$ cat config.mk
export PLATFORM = sky130hd
export DESIGN_NAME = snake_body_writer_flat
export DESIGN_NICKNAME = d
export VERILOG_FILES = /design/src/rtl/snake_pkg.sv /design/src/rtl/snake_body_writer_if.sv /design/src/rtl/snake_next_head.sv /design/src/rtl/snake_body_writer.sv /design/src/flat_wrapper.sv
export SDC_FILE = /design/constraint.sdc
export NUM_CORES = 1
export LEC_CHECK = 0
export CAP_MARGIN = 10
export CORE_AREA = 2 2 485 487
export CTS_CLUSTER_SIZE = 40
export DETAILED_ROUTE_END_ITERATION = 8
export DIE_AREA = 0 0 487 489
export HOLD_SLACK_MARGIN = 0.1
export MAX_ROUTING_LAYER = met4
export PLACE_DENSITY_LB_ADDON = 0.08
export SETUP_SLACK_MARGIN = 0.05
export SYNTH_ARGS = -nofsm -noshare
export SYNTH_HDL_FRONTEND = slang
export SYNTH_SLANG_ARGS = --single-unit
$ cat constraint.sdc
create_clock -name clk -period 7.2 [get_ports clk]
set_input_delay 2.16 -clock clk [delete_from_list [all_inputs] [get_ports clk]]
set_output_delay 2.16 -clock clk [all_outputs]
set_load 0.01 [all_outputs]
$ cat src/rtl/snake_pkg.sv
// Shared constants, direction helpers and FSM state codes for the snake body
// writer and its neighbours.
package snake_pkg;

  localparam int COORD_W = 6;
  localparam int MAX_LEN = 100;
  localparam int LEN_W   = $clog2(MAX_LEN + 1);
  localparam int BUS_W   = MAX_LEN * COORD_W;

  localparam logic [COORD_W-1:0] X_WALL = 6'd63;
  localparam logic [COORD_W-1:0] Y_WALL = 6'd47;

  typedef logic [COORD_W-1:0] coord_t;
  typedef logic [1:0]         dir_t;

  localparam dir_t DIR_UP    = 2'd0;
  localparam dir_t DIR_DOWN  = 2'd1;
  localparam dir_t DIR_LEFT  = 2'd2;
  localparam dir_t DIR_RIGHT = 2'd3;

  localparam logic [1:0] ST_IDLE = 2'd0;
  localparam logic [1:0] ST_RUN  = 2'd1;
  localparam logic [1:0] ST_DEAD = 2'd2;

  // Opposite directions differ only in bit 0 (up/down, left/right).
  function automatic dir_t reverse_dir(input dir_t d);
    return {d[1], ~d[0]};
  endfunction

endpackage

$ cat src/rtl/snake_body_writer_if.sv
// Game-side bus of the snake body writer: control pulses, collision query
// handshake and the packed body/status outputs.
interface snake_body_writer_if;
  import snake_pkg::*;

  logic              start;
  logic              step;
  dir_t              dir;
  logic              grow;
  logic              hit;
  coord_t            next_x;
  coord_t            next_y;
  logic [BUS_W-1:0]  snake_x;
  logic [BUS_W-1:0]  snake_y;
  logic [LEN_W-1:0]  length;
  logic              running;
  logic              dead;

  modport master (
    output start, step, dir, grow, hit,
    input  next_x, next_y, snake_x, snake_y, length, running, dead
  );

  modport slave (
    input  start, step, dir, grow, hit,
    output next_x, next_y, snake_x, snake_y, length, running, dead
  );

endinterface

$ cat src/rtl/snake_next_head.sv
// Combinational candidate head: filters out 180-degree reversals and moves the
// head one cell, wrapping modulo 2^COORD_W (the query block treats walls as hits).
module snake_next_head
  import snake_pkg::*;
(
  input  coord_t head_x,
  input  coord_t head_y,
  input  dir_t   cur_dir,
  input  dir_t   dir,
  output coord_t next_x,
  output coord_t next_y,
  output dir_t   eff_dir
);

  always_comb begin
    eff_dir = (dir == reverse_dir(cur_dir)) ? cur_dir : dir;
    next_x  = head_x;
    next_y  = head_y;
    case (eff_dir)
      DIR_UP:    next_y = head_y - coord_t'(1);
      DIR_DOWN:  next_y = head_y + coord_t'(1);
      DIR_LEFT:  next_x = head_x - coord_t'(1);
      DIR_RIGHT: next_x = head_x + coord_t'(1);
      default: ;
    endcase
  end

endmodule

$ cat src/rtl/snake_body_writer.sv
// Owns the snake segment registers: advances, grows or kills the snake on each
// game step and publishes the body as packed x/y buses for query and render.
module snake_body_writer
  import snake_pkg::*;
#(
  parameter int INIT_X   = 32,
  parameter int INIT_Y   = 24,
  parameter int INIT_LEN = 3
) (
  input  logic               clk,
  input  logic               rst_n,
  snake_body_writer_if.slave bus
);

  logic [1:0]       state_q, state_d;
  coord_t           seg_x_q [MAX_LEN];
  coord_t           seg_x_d [MAX_LEN];
  coord_t           seg_y_q [MAX_LEN];
  coord_t           seg_y_d [MAX_LEN];
  logic [LEN_W-1:0] len_q, len_d, new_len;
  dir_t             cur_dir_q, cur_dir_d, eff_dir;
  logic             grow_pend_q, grow_pend_d;
  logic             dead_q, dead_d;
  coord_t           next_x, next_y;
  logic [BUS_W-1:0] snake_x_w, snake_y_w;

  // Initial body lies horizontally to the left of the head; parked slots are (0,0).
  function automatic coord_t init_x(input int k);
    return (k < INIT_LEN) ? coord_t'(INIT_X - k) : '0;
  endfunction

  function automatic coord_t init_y(input int k);
    return (k < INIT_LEN) ? coord_t'(INIT_Y) : '0;
  endfunction

  snake_next_head u_next_head (
    .head_x  (seg_x_q[0]),
    .head_y  (seg_y_q[0]),
    .cur_dir (cur_dir_q),
    .dir     (bus.dir),
    .next_x  (next_x),
    .next_y  (next_y),
    .eff_dir (eff_dir)
  );

  always_comb begin
    state_d     = state_q;
    seg_x_d     = seg_x_q;
    seg_y_d     = seg_y_q;
    len_d       = len_q;
    cur_dir_d   = cur_dir_q;
    grow_pend_d = grow_pend_q | bus.grow;
    dead_d      = 1'b0;
    new_len     = len_q;
    if (bus.start) begin
      state_d = ST_RUN;
      for (int k = 0; k < MAX_LEN; k++) begin
        seg_x_d[k] = init_x(k);
        seg_y_d[k] = init_y(k);
      end
      len_d       = LEN_W'(INIT_LEN);
      cur_dir_d   = DIR_RIGHT;
      grow_pend_d = 1'b0;
    end else if ((state_q == ST_RUN) && bus.step) begin
      if (bus.hit) begin
        state_d = ST_DEAD;
        dead_d  = 1'b1;
      end else begin
        // A grow requested in this very cycle already counts for this move.
        if (grow_pend_d && (len_q < LEN_W'(MAX_LEN)))
          new_len = len_q + 1'b1;
        seg_x_d[0] = next_x;
        seg_y_d[0] = next_y;
        for (int i = 1; i < MAX_LEN; i++) begin
          if (LEN_W'(i) < new_len) begin
            seg_x_d[i] = seg_x_q[i-1];
            seg_y_d[i] = seg_y_q[i-1];
          end else begin
            seg_x_d[i] = '0;
            seg_y_d[i] = '0;
          end
        end
        len_d       = new_len;
        cur_dir_d   = eff_dir;
        grow_pend_d = 1'b0;
      end
    end
  end

  always_ff @(posedge clk or negedge rst_n) begin
    if (!rst_n) begin
      state_q <= ST_IDLE;
      for (int k = 0; k < MAX_LEN; k++) begin
        seg_x_q[k] <= init_x(k);
        seg_y_q[k] <= init_y(k);
      end
      len_q       <= LEN_W'(INIT_LEN);
      cur_dir_q   <= DIR_RIGHT;
      grow_pend_q <= 1'b0;
      dead_q      <= 1'b0;
    end else begin
      state_q     <= state_d;
      seg_x_q     <= seg_x_d;
      seg_y_q     <= seg_y_d;
      len_q       <= len_d;
      cur_dir_q   <= cur_dir_d;
      grow_pend_q <= grow_pend_d;
      dead_q      <= dead_d;
    end
  end

  for (genvar j = 0; j < MAX_LEN; j++) begin : g_pack
    assign snake_x_w[(MAX_LEN-1-j)*COORD_W +: COORD_W] = seg_x_q[j];
    assign snake_y_w[(MAX_LEN-1-j)*COORD_W +: COORD_W] = seg_y_q[j];
  end

  assign bus.next_x  = next_x;
  assign bus.next_y  = next_y;
  assign bus.snake_x = snake_x_w;
  assign bus.snake_y = snake_y_w;
  assign bus.length  = len_q;
  assign bus.running = (state_q == ST_RUN);
  assign bus.dead    = dead_q;

endmodule

$ cat src/flat_wrapper.sv
// flat-port wrapper written by rule: the top's interface ports become plain ports
module snake_body_writer_flat import snake_pkg::*;
#(
  parameter int INIT_X   = 32,
  parameter int INIT_Y   = 24,
  parameter int INIT_LEN = 3
)
  (clk, rst_n, bus_start, bus_step, bus_dir, bus_grow, bus_hit, bus_next_x, bus_next_y, bus_snake_x, bus_snake_y, bus_length, bus_running, bus_dead);
  snake_body_writer_if bus_i ();
  input  logic clk;
  input  logic rst_n;
  input wire logic [$bits(bus_i.start)-1:0] bus_start;
  input wire logic [$bits(bus_i.step)-1:0] bus_step;
  input wire logic [$bits(bus_i.dir)-1:0] bus_dir;
  input wire logic [$bits(bus_i.grow)-1:0] bus_grow;
  input wire logic [$bits(bus_i.hit)-1:0] bus_hit;
  output wire logic [$bits(bus_i.next_x)-1:0] bus_next_x;
  output wire logic [$bits(bus_i.next_y)-1:0] bus_next_y;
  output wire logic [$bits(bus_i.snake_x)-1:0] bus_snake_x;
  output wire logic [$bits(bus_i.snake_y)-1:0] bus_snake_y;
  output wire logic [$bits(bus_i.length)-1:0] bus_length;
  output wire logic [$bits(bus_i.running)-1:0] bus_running;
  output wire logic [$bits(bus_i.dead)-1:0] bus_dead;
  assign bus_i.start = bus_start;
  assign bus_i.step = bus_step;
  assign bus_i.dir = bus_dir;
  assign bus_i.grow = bus_grow;
  assign bus_i.hit = bus_hit;
  assign bus_next_x = bus_i.next_x;
  assign bus_next_y = bus_i.next_y;
  assign bus_snake_x = bus_i.snake_x;
  assign bus_snake_y = bus_i.snake_y;
  assign bus_length = bus_i.length;
  assign bus_running = bus_i.running;
  assign bus_dead = bus_i.dead;
  snake_body_writer #(.INIT_X(INIT_X), .INIT_Y(INIT_Y), .INIT_LEN(INIT_LEN)) u_core (.clk(clk), .rst_n(rst_n), .bus(bus_i));
endmodule
==> flow_metrics.py <==
metrics = {
    "flow_run": {
        "drv_cap": 0,
    },
    "route": {
        "ant_nets": 0,
        "drc": 0,
        "via_per_inst": 4.55,
        "wl_mm": 234,
        "post_drt_wl_per_cell_um": 30.8,
        "vias": 34600,
        "drt_iter0_drc": 2126,
        "drtPass1Iterations": 5,
    },
    "clock_network": {
        "hold_buffers": 0,
        "cts_setup_buffers": 0,
        "cts_root_buffer": "clkbuf_16",
        "clk_pin_slew_worst_paths_ns": 0.07,
        "clock_sinks": 1213,
        "cts_buffer_depth": 3,
        "htreeDepth": 4,
        "tritoncts": "built",
        "worstSkewPairLatency_ns": 0.81,
        "cts_buffers": 154,
    },
    "worst_setup_path": {
        "cp.required_ns": 5.04,
        "critPathLaunchType": "input pin",
        "criticalPathCategory": "input pin to primary output",
        "crit_path_end_kind": "primary output",
        "crit_fanout": 5,
        "cp.arrival_ns": 4.85,
    },
    "placement": {
        "io_buffers": 1228,
        "place_inst": 7326,
        "pre_cts_ws_ns": -0.213,
        "dp_hpwl_mm": 174,
        "gp_congestion": 0.832,
    },
    "sta": {
        "relSlewSlack": 0.0944,
        "setup_violations": 0,
        "timing.fmax_ghz": 0.143,
        "period_minus_slack_ns": 7.01,
        "slew_violations": 0,
        "worst_pin_slew_ns": 1.36,
        "finClkSkew_ns": 0.0409,
        "final.period_utilization": 0.973,
        "setup_slack_ns": 0.193,
        "hold_viol_final": 0,
        "rsz0062_at_grt": "yes",
    },
    "power_and_ir_drop": {
        "p_per_area_nw_per_um2": 234,
        "p_leak_nw": 28.9,
        "vdd_drop_max_v": 0.000182,
    },
    "logic_synthesis": {
        "synthTopCellsByArea": "dfrtp_1 66%, a22o_1 21%, clkbuf_1 1.4%",
        "yosys_warnings": 0,
        "synth_top_area_share": 0.663,
        "avgSynthCellArea_um2": 14.0,
        "synth-seq-cells": 1213,
        "yosysUniqueCellTypes": 75,
        "synth_area_um2": 45000,
        "ys_seq_area_frac": 0.675,
        "synth_edf_count": 0,
        "yosys.area.top_type": "dfrtp_1",
        "yosys_most_used_dff": "dfrtp_1",
        "async_flop_share": 1.00,
        "syn_nets": 3232,
        "syn-instance-count": 3211,
    },
    "hold_path": {
        "hold_class": "register to register",
    },
    "global_route": {
        "grt_pass1_wl_mm": 322,
        "antenna_found_initial": 5,
        "grt_pass1_vias": 36200,
        "track_usage": 0.197,
        "grt.overflow.total": 0,
        "grt_max_degree": 219,
    },
    "layout": {
        "nFillCells": 23900,
        "drive_above_1_share": 0.0993,
        "syn_to_final_growth_pct": 47.1,
        "post-route-util": 0.283,
        "fin_cells": 7606,
        "layout.nets": 4443,
    },
    "die": {
        "placementRows": 178,
        "die_h_um": 489,
        "initial_core_util": 0.193,
        "num_io_pins": 1229,
        "die_area_um2": 238000,
        "die_x_um": 487,
        "core_area_um2": 234000,
    },
    "run_status": {
        "status": "finished, final reports clean",
    },
}
==> timing repair <==
action	in CTS	in global routing
pin swaps	0	0
resized for setup	6	7
setup endpoints to repair	4	5
==> registers in the layout, summed over array words and instances (netlist names) <==
signal,flops
u_core.state_q,2
u_core.grow_pend_q,1
u_core.bus.snake_x,600
u_core.bus.snake_y,600
u_core.bus.length,7
u_core.bus.dead,1
u_core.cur_dir_q,2
==> Yosys cell counts (2+ instances only) <==
master,count
a21o_1,7
a21oi_1,76
a22o_1,1081
a22oi_1,13
a2bb2oi_1,12
a31oi_1,15
a32o_1,36
and3_1,7
buf_1,3
buf_2,91
buf_4,19
buf_6,3
clkbuf_1,169
dfrtp_1,1193
dfstp_2,20
fa_1,2
ha_1,11
inv_1,14
mux2_2,4
mux2i_1,9
nand2_1,106
nand2_4,3
nand2b_1,3
nand3_1,61
nor2_1,57
nor2_2,6
nor2b_1,5
nor3_1,11
o211a_1,4
o21a_1,2
o21ai_0,65
o21ai_1,22
o21ai_2,10
o21bai_1,3
o22a_1,2
o311a_1,3
or2_2,3
or3_1,3
or4_1,3
xnor2_1,13
xor2_1,7
==> where the power goes <==
part           total [mW]  switching [mW]  internal, mW
clock network        7.86            3.21          4.66
logic               0.713           0.554         0.159
registers            6.88          0.0331          6.85
total                15.5            3.79          11.7
==> area by class of cell <==
type	instances	area (µm²)	share of cell area
inverters	14	52.6	0.000794
clock buffers	244	4660	0.0704
flip-flops and latches	1213	30400	0.459
clock inverters	32	445	0.00673
diodes	4	10.0	0.000151
well taps	3060	3830	0.0578
repair buffers	1340	13300	0.201
multi-input cells	1699	13500	0.204
==> final timing paths <==
check / startpoint / end / slack, ns / depth (start not counted)
setup / recovery: bus_dir[1] / bus_next_x[3] / 0.19 / 13
hold / removal: u_core.bus.snake_x[592]$_DFFE_PN1P_ / u_core.bus.snake_x[586]$_DFFE_PN1P_ / 0.49 / 2
setup reg to reg: u_core.bus.length[0]$_DFFE_PN1P_ / u_core.bus.snake_x[426]$_DFFE_PN0P_ / 2.73 / 7
hold reg to reg: u_core.bus.snake_x[592]$_DFFE_PN1P_ / u_core.bus.snake_x[586]$_DFFE_PN1P_ / 0.49 / 2
max in group asynchronous: rst_n / u_core.bus.snake_x[137]$_DFFE_PN0P_ / 4.48 / 2
min in group asynchronous: rst_n / u_core.bus.snake_x[462]$_DFFE_PN0P_ / 1.28 / 1
==> kinds of logic after synthesis <==
family,Yosys count,share of synthesized area
flops,1213,0.675
buf+inv,299,0.0296
simple gates,281,0.0294
xor+xnor,20,0.00389
compound gates,1371,0.255
fa+ha+maj,13,0.00395
mux,14,0.00350
==> per-layer routing <==
metal | wire length (µm) | share of wire | track usage | vias to the layer above
met2 | 113000 | 0.48 | 0.314 | 1156
met5 | 0 | 0 | - | -
li1 | - | - | - | 14900
met4 | 5950 | 0.025 | 0.0516 | 0
met1 | 95000 | 0.41 | 0.231 | 18400
met3 | 20300 | 0.087 | 0.0747 | 232
==> per-stage QoR <==
step | setup TNS [ns] | instance area, µm² | total power, mW | hold WS [ns]
finish | 0 | 66200 | 15.5 | 0.491
global route | 0 | 66200 | 16.1 | 0.516
CTS | 0 | 66200 | 15.8 | 0.491
detailed placement | -0.383 | 61100 | 7.74 | 0.491
global placement | -0.460 | 61100 | 7.75 | 0.491
floorplan | 0 | 45000 | 7.29 | 0.465
==> worst max-delay path, stage by stage <==
cell	delay [ns]
clkdlybuf4s50_1	0.49
xnor2_1	0.14
mux2i_1	0.21
buf_4	0.15
nand2b_1	0.13
buf_4	0.15
ha_1	0.23
nand3_1	0.09
nand2_1	0.08
buf_4	0.14
xor2_1	0.13
mux2_2	0.28
clkdlybuf4s50_1	0.48
==> cells in the final DEF (no fill, tap or decap), types with 19 or more instances in the layout <==
| cell type | instances |
|---|---|
| clkdlybuf4s50_1 | 1221 |
| dfrtp_1 | 1193 |
| a22o_1 | 1081 |
| clkbuf_16 | 160 |
| nand2_1 | 104 |
| buf_4 | 97 |
| o21ai_0 | 63 |
| nand3_1 | 61 |
| a21oi_1 | 53 |
| nor2_1 | 52 |
| clkbuf_1 | 50 |
| a32o_1 | 36 |
| clkbuf_8 | 34 |
| a21oi_2 | 24 |
| dfstp_2 | 20 |
| o21ai_2 | 19 |
Power figures use the tool's default switching activity.
